**config.mk**
```make
export PLATFORM = sky130hd
export DESIGN_NAME = pipeline_result_fifo
export DESIGN_NICKNAME = d
export VERILOG_FILES = /design/src/rtl/pipeline_result_fifo.sv
export SDC_FILE = /design/constraint.sdc
export NUM_CORES = 1
export LEC_CHECK = 0
export ABC_AREA = 0
export CORE_MARGIN = 2
export CORE_UTILIZATION = 45
export DETAILED_ROUTE_END_ITERATION = 7
export PLACE_DENSITY = 0.71
export SYNTH_ARGS = -nofsm -noshare
export SYNTH_HDL_FRONTEND = slang
export SYNTH_SLANG_ARGS = --single-unit
```
**constraint.sdc**
```tcl
create_clock -name clk -period 1.9 [get_ports clk]
set_input_delay 0.285 -clock clk [delete_from_list [all_inputs] [get_ports clk]]
set_output_delay 0.285 -clock clk [all_outputs]
set_load 0.05 [all_outputs]
```
**src/rtl/pipeline_result_fifo.sv**
```systemverilog
// Result capture stage for F = (A+B+C-D)*D: a valid-tag delay line matched to pipeline
// latency feeds a first-word fall-through FIFO with a valid/ready output and sticky drop flag.
module pipeline_result_fifo #(
    parameter int N     = 10,
    parameter int LAT   = 3,
    parameter int DEPTH = 4
) (
    input  logic                       clk,
    input  logic                       rst_n,
    input  logic                       op_valid,
    input  logic [N-1:0]               f_in,
    input  logic                       m_ready,
    output logic                       m_valid,
    output logic [N-1:0]               m_data,
    output logic [$clog2(DEPTH+1)-1:0] fifo_count,
    output logic                       overflow,
    input  logic                       clr_ovf
);
    localparam int AW = $clog2(DEPTH);
    localparam int CW = $clog2(DEPTH+1);

    logic [LAT-1:0] tag;
    logic [N-1:0]   mem [DEPTH];
    logic [AW-1:0]  wr_ptr;
    logic [AW-1:0]  rd_ptr;
    logic [CW-1:0]  count;
    logic           push;
    logic           pop;
    logic           full;
    logic           push_ok;
    logic           drop;

    assign push    = tag[LAT-1];
    assign pop     = m_valid & m_ready;
    assign full    = (count == CW'(DEPTH));
    // A full FIFO still accepts when the head leaves on the same edge.
    assign push_ok = push & (~full | pop);
    assign drop    = push & full & ~pop;

    always_ff @(posedge clk or negedge rst_n) begin
        if (!rst_n) begin
            tag <= '0;
        end else begin
            tag[0] <= op_valid;
            for (int i = 1; i < LAT; i++) begin
                tag[i] <= tag[i-1];
            end
        end
    end

    always_ff @(posedge clk) begin
        if (push_ok) begin
            mem[wr_ptr] <= f_in;
        end
    end

    always_ff @(posedge clk or negedge rst_n) begin
        if (!rst_n) begin
            wr_ptr <= '0;
            rd_ptr <= '0;
            count  <= '0;
        end else begin
            if (push_ok) begin
                wr_ptr <= wr_ptr + AW'(1);
            end
            if (pop) begin
                rd_ptr <= rd_ptr + AW'(1);
            end
            case ({push_ok, pop})
                2'b10:   count <= count + CW'(1);
                2'b01:   count <= count - CW'(1);
                default: count <= count;
            endcase
        end
    end

    // A drop on the same edge as a clear leaves the flag set.
    always_ff @(posedge clk or negedge rst_n) begin
        if (!rst_n) begin
            overflow <= 1'b0;
        end else if (drop) begin
            overflow <= 1'b1;
        end else if (clr_ovf) begin
            overflow <= 1'b0;
        end
    end

    assign m_valid    = (count != '0);
    assign m_data     = m_valid ? mem[rd_ptr] : '0;
    assign fifo_count = count;

endmodule

```
---- Word-level counts from Yosys, hierarchy flattened ----
Memory sizes are Yosys's and may differ from the RTL's.
Index checks and enable logic that the tools add are counted.
cells by class
  $add $sub $neg .......................... 4
  multiply operators ...................... 0
  divide/modulo/power cells ............... 0
  magnitude comparators ................... 0
  eq/ne operators ......................... 3
  shift-type cells ........................ 0
  multiplexer cells ....................... 6
  bitwise operators ....................... 7
  reduce and logical (&&, ||, !) cells .... 3
operators with widths
  kind                   number
  $mux W10               1
  $pmux W3 S2            1
  $add A2 B1 Y2 const B  2
  $and A1 B1 Y1          4
  $mux W1                4
  $reduce_bool A2 Y1     2
  $add A3 B1 Y3 const B  1
  $eq A3 B3 Y1 const B   1
  $reduce_bool A3 Y1     1
  $sub A3 B1 Y3 const B  1
  $eq A2 B1 Y1 const B   1
  $eq A2 B2 Y1 const B   1
  $not A1 Y1             2
  $or A1 B1 Y1           1
storage, ports and cells
  flip-flop bits (word level) ............. 11
  latch bits .............................. 0
  RAM bits ................................ 40
  ROM bits ................................ 0
  output and inout port bits .............. 15
  logic and storage cells ................. 29
  memories kept ........................... 1
memory list
  memory  words  bits a word  rd ports  clocked after Yosys merged registers in  write ports  line  source
  mem     4      10           1         0                                        1            23    logic [N-1:0] mem [DEPTH];

---- Depth between registers and ports, before layout ----
  depth in word-level cells ............... 6
  mapped depth ............................ 7
  gate-level depth less buffers ........... 7

---- Worst setup path after synthesis ----
Ideal clock, no wire load.
  path type ............................... reg2out
  start point ............................. reg count[0] (netlist: fifo_count[0])
  end point ............................... out m_data[0]
  arrival time ............................ 2.031 ns
  required time ........................... 1.615 ns
  slack ................................... -0.416 ns
  stages on the path, launching flop included .. 4
  buffers on the path ..................... 1
  cell sequence ........................... dfrtp_1 > or3_1 > clkbuf_1 > and2_1
on the way
  cells in the longest elaborated chain, start to end .. 2
RTL lines
  element                 line  source
  start, declared         26    logic [CW-1:0] count;
  start signal, assigned  70    2'b10: count <= count + CW'(1);
  start signal, assigned  71    2'b01: count <= count - CW'(1);
  start signal, assigned  72    default: count <= count;
  $reduce_bool A3 Y1      88    assign m_valid = (count != '0);
  net m_valid             13    output logic m_valid,
  $mux W10                89    assign m_data = m_valid ? mem[rd_ptr] : '0;
  end, declared           14    output logic [N-1:0] m_data,
The timed path passes the listed nets, and every way through them passes these cells.

---- Worst setup path in the final report ----
  start point ............................. reg count[1] (netlist: fifo_count[1])
  end point ............................... reg count[1] (netlist: fifo_count[1])
on the way
  cells in the longest elaborated chain, start to end .. 6
  elaborated cells on any way between the ends .. 12
  classes of those cells .................. add/sub (2); eq/ne (3); mux (1); bitwise (4); reduce/logical (2)
RTL lines
  element                                             line    source
  $reduce_bool A3 Y1 or $eq A3 B3 Y1 (tied branches)  88, 35
  $and A1 B1 Y1 or $not A1 Y1 (tied branches)         34, 37
  $or A1 B1 Y1                                        37      assign push_ok = push & (~full | pop);
  $and A1 B1 Y1                                       37
  $eq A2 B1 Y1 or $eq A2 B2 Y1 (tied branches)        69      case ({push_ok, pop})
  $pmux W3 S2 or $reduce_bool A2 Y1 (tied branches)   --
Several ways; a longest one is shown, not always the timed one.
A chain may end at the register's enable or synchronous reset.

==> run_results.csv <==
group,metric,value,unit
status,outcome,"finished, violations left",
pwr,powerDensity,1870,nW/µm²
route,totalWireLength,3840,µm
final_layout,drive_above_1_share,38.6,%
route,drt_iter0_drc,101,
final_layout,multiInputGateArea,632,µm²
placement,numPortBuffers,29,
timing,fin_crit_sh,108,%
timing,clock.fmax,489,MHz
die,fp.dieW,72.5,µm
run,max_cap_viol_count,0,
timing,finalHoldViolations,0,
critical_path,worstSetupPathType,"flip-flop to flip-flop",
synthesis,async_reset_ff_share,21.6,%
critical_path,critPathRequiredTime,2.11,ns
clock_tree,tritoncts,"done",
synthesis,yosys-top-cells-count,"40 x edfxtp_1, 14 x and2_1, 11 x dfrtp_1",
die,die_area,5250,µm²
synthesis,synth_area,2110,µm²
clock_tree,cts_htree_levels,2,
critical_path,r2r_slack,-0.14,ns
route,drt_first_pass_iters,4,
critical_path,path_buf_inv,0,
global_route,antenna_found_initial,0,
pwr,total_power,5.15,mW
clock_tree,clock_path_buffers,2,
critical_path,critPathLaunchType,"flip-flop",
die,dieHeight,72.5,µm
clock_tree,cts.sinks,51,
timing,fin_crit,2.04,ns
synthesis,synth_area_leader_cell,"edfxtp_1",
clock_tree,clk_pin_slew_worst_paths,0.08,ns
global_route,grt_pass1_wl,5980,µm
route,antenna_violating_nets_post_route,0,
final_layout,fillers,320,
die,ios,30,
final_layout,post-route-util,61.9,%
timing,setup_ws,-0.144,ns
pwr,power_switching,1.99,mW
placement,place.gp.congestion,0.827,
pwr,combPwrFrac,58.4,%
critical_path,crit_chain,"or3_4, nand2_2, or2_4, fa_1, o21ba_4, o211ai_1, a22oi_1",
clock_tree,cts_hold_buf,0,
critical_path,cpLargestDelayFamily,"simple AND/OR/NAND/NOR gates",
global_route,grt_usage,15.9,%
critical_path,critical-path-max-stage-delay,0.42,ns
timing,rsz0062_at_grt,"true",
route,dr_total_vias,1175,
critical_path,worstSetupEndpointType,"flip-flop",
synthesis,syn_inst,118,
synthesis,synthTopCellsByArea,"edfxtp_1 57%, dfrtp_1 13%, mux4_2 11%",
synthesis,synth.distinct_cells,31,
hold_path,min_path_type,"primary input to asynchronous set/reset pin",
route,drc,0,
die,fp.coreArea,4440,µm²
timing,maxSlewHeadroom,64.6,%
synthesis,seq_area_frac_synth,70.0,%
clock_tree,clk_latency,0.30,ns
critical_path,worst-path-stages,7,
timing,worstMarginPinSlew,0.529,ns
pwr,ir_drop,0.648,mV
global_route,grt_start_max_net_pins,15,
critical_path,path_max_fanout,2,
timing,drv_slew,0,
synthesis,synth_top_cell_area_share,56.9,%
timing,setup_viol,9,
route,avgViaCountPerCell,5.39,
clock_tree,cts_buffers,5,
pwr,swShare,38.5,%
die,start_util,47.5,%
clock_tree,root_buffer,"clkbuf_8",
pwr,power_leakage,1.03,nW
synthesis,synth_edf_count,40,
status,violations,"setup timing",
synthesis,syn-num-nets,138,
pwr,power_frac_seq,30.5,%
pwr,p_int,3.17,mW
placement,hpwlAfterDp,2530,µm
synthesis,yosysMostFrequentCell,"edfxtp_1",
synthesis,syn_area_per_cell,17.9,µm²
synthesis,synth_ff_type,"edfxtp_1",
final_layout,syn2layout_area_growth,30.4,%
final_layout,fin_nets,185,
route,wl_per_cell,17.6,µm
final_layout,diodes,0,
critical_path,reg2reg_depth,7,
critical_path,cpMaxStageDelayCell,"fa_1",
critical_path,cp.arrival,2.25,ns
synthesis,synth_seq_cells,51,
pwr,clockPowerShare,11.1,%
die,rows,24,
timing,skew,0.00831,ns
global_route,gr-total-overflow,0,
final_layout,regArea,1480,µm²
synthesis,yosysWarnings,0,
global_route,grt_pass1_vias,1226,
==> flip-flops by register name, indices dropped and copies added, names as in the netlist <==
signal      count
mem            40
fifo_count      3
tag             3
rd_ptr          2
wr_ptr          2
overflow        1
==> routing by layer <==
metal / up-vias / routed length (µm) / GRT usage, %
met5: - / 0 / 0
met4: 0 / 75 / 5.56
met3: 7 / 168 / 5.83
met2: 31 / 2050 / 26.2
met1: 593 / 1540 / 19.3
li1: 544 / - / -
==> logic make-up after synthesis <==
logic type / count (synthesis) / synth area share (%)
compound gates: 10 / 4.03
xor+xnor: 5 / 2.08
mux: 11 / 11.4
flops: 51 / 70.0
fa+ha+maj: 5 / 3.32
simple gates: 26 / 7.18
buf+inv: 10 / 2.02
==> worst reg2reg max path, stage by stage (launching register included) <==
cell and delay, ns:
dfrtp_2 0.40, or3_4 0.39, nand2_2 0.08, or2_4 0.12
fa_1 0.42, o21ba_4 0.24, o211ai_1 0.10, a22oi_1 0.21
==> final cells by class <==
cell class                 instances  share of cell area [%]
multi-input combinational         57                    23.0
inverter                           5                   0.682
timing repair buffer              45                    17.2
clock inverter                     2                   0.273
tap                               52                    2.37
sequential                        51                    53.8
clock buffer                       6                    2.64
==> worst paths after layout <==
kind | end | start
max | fifo_count[1] | fifo_count[1]
max in group asynchronous | fifo_count[2] | rst_n
min reg2reg | tag[2] | tag[1]
min in group clk | tag[2] | tag[1]
min | fifo_count[0] | rst_n
max reg2reg | fifo_count[1] | fifo_count[1]
==> power groups by stage <==
| stage | combinational (mW) | clock (mW) | sequential [mW] |
|---|---|---|---|
| floorplan | 1.58 | 0 | 1.74 |
| global placement | 2.42 | 0 | 1.58 |
| detailed placement | 2.48 | 0 | 1.60 |
| CTS | 3.03 | 0.590 | 1.57 |
| global route | 3.18 | 0.634 | 1.59 |
| finish | 3.01 | 0.572 | 1.57 |
==> metrics by stage <==
step	hold WS (ns)	setup TNS, ns	setup slack [ns]	area, µm²	cells
floorplan	-0.0106	-0.226	-0.194	2140	118
global placement	0.332	-4.59	-0.199	2530	205
detailed placement	0.335	-5.04	-0.247	2530	205
CTS	0.329	-0.963	-0.0999	2750	216
global route	0.361	-1.43	-0.219	2750	218
finish	0.328	-0.708	-0.144	2750	218
==> repair_timing <==
| item | 4_1_cts | 5_1_grt |
|---|---|---|
| setup buffers | 2 | 3 |
| endpoints found under the setup margin | 11 | 12 |
| pin swaps | 10 | 4 |
| cloned | 1 | 0 |
| gates resized for setup | 33 | 2 |
==> cells in the final DEF (no fill, tap or decap), types with 5 or more instances in the layout <==
master           count
mux4_2              10
buf_4               16
clkdlybuf4s50_1     15
dfrtp_1              8
and2_4              10
buf_8               10
edfxtp_1            40
clkbuf_8             5
Power figures use the tool's default switching activity.
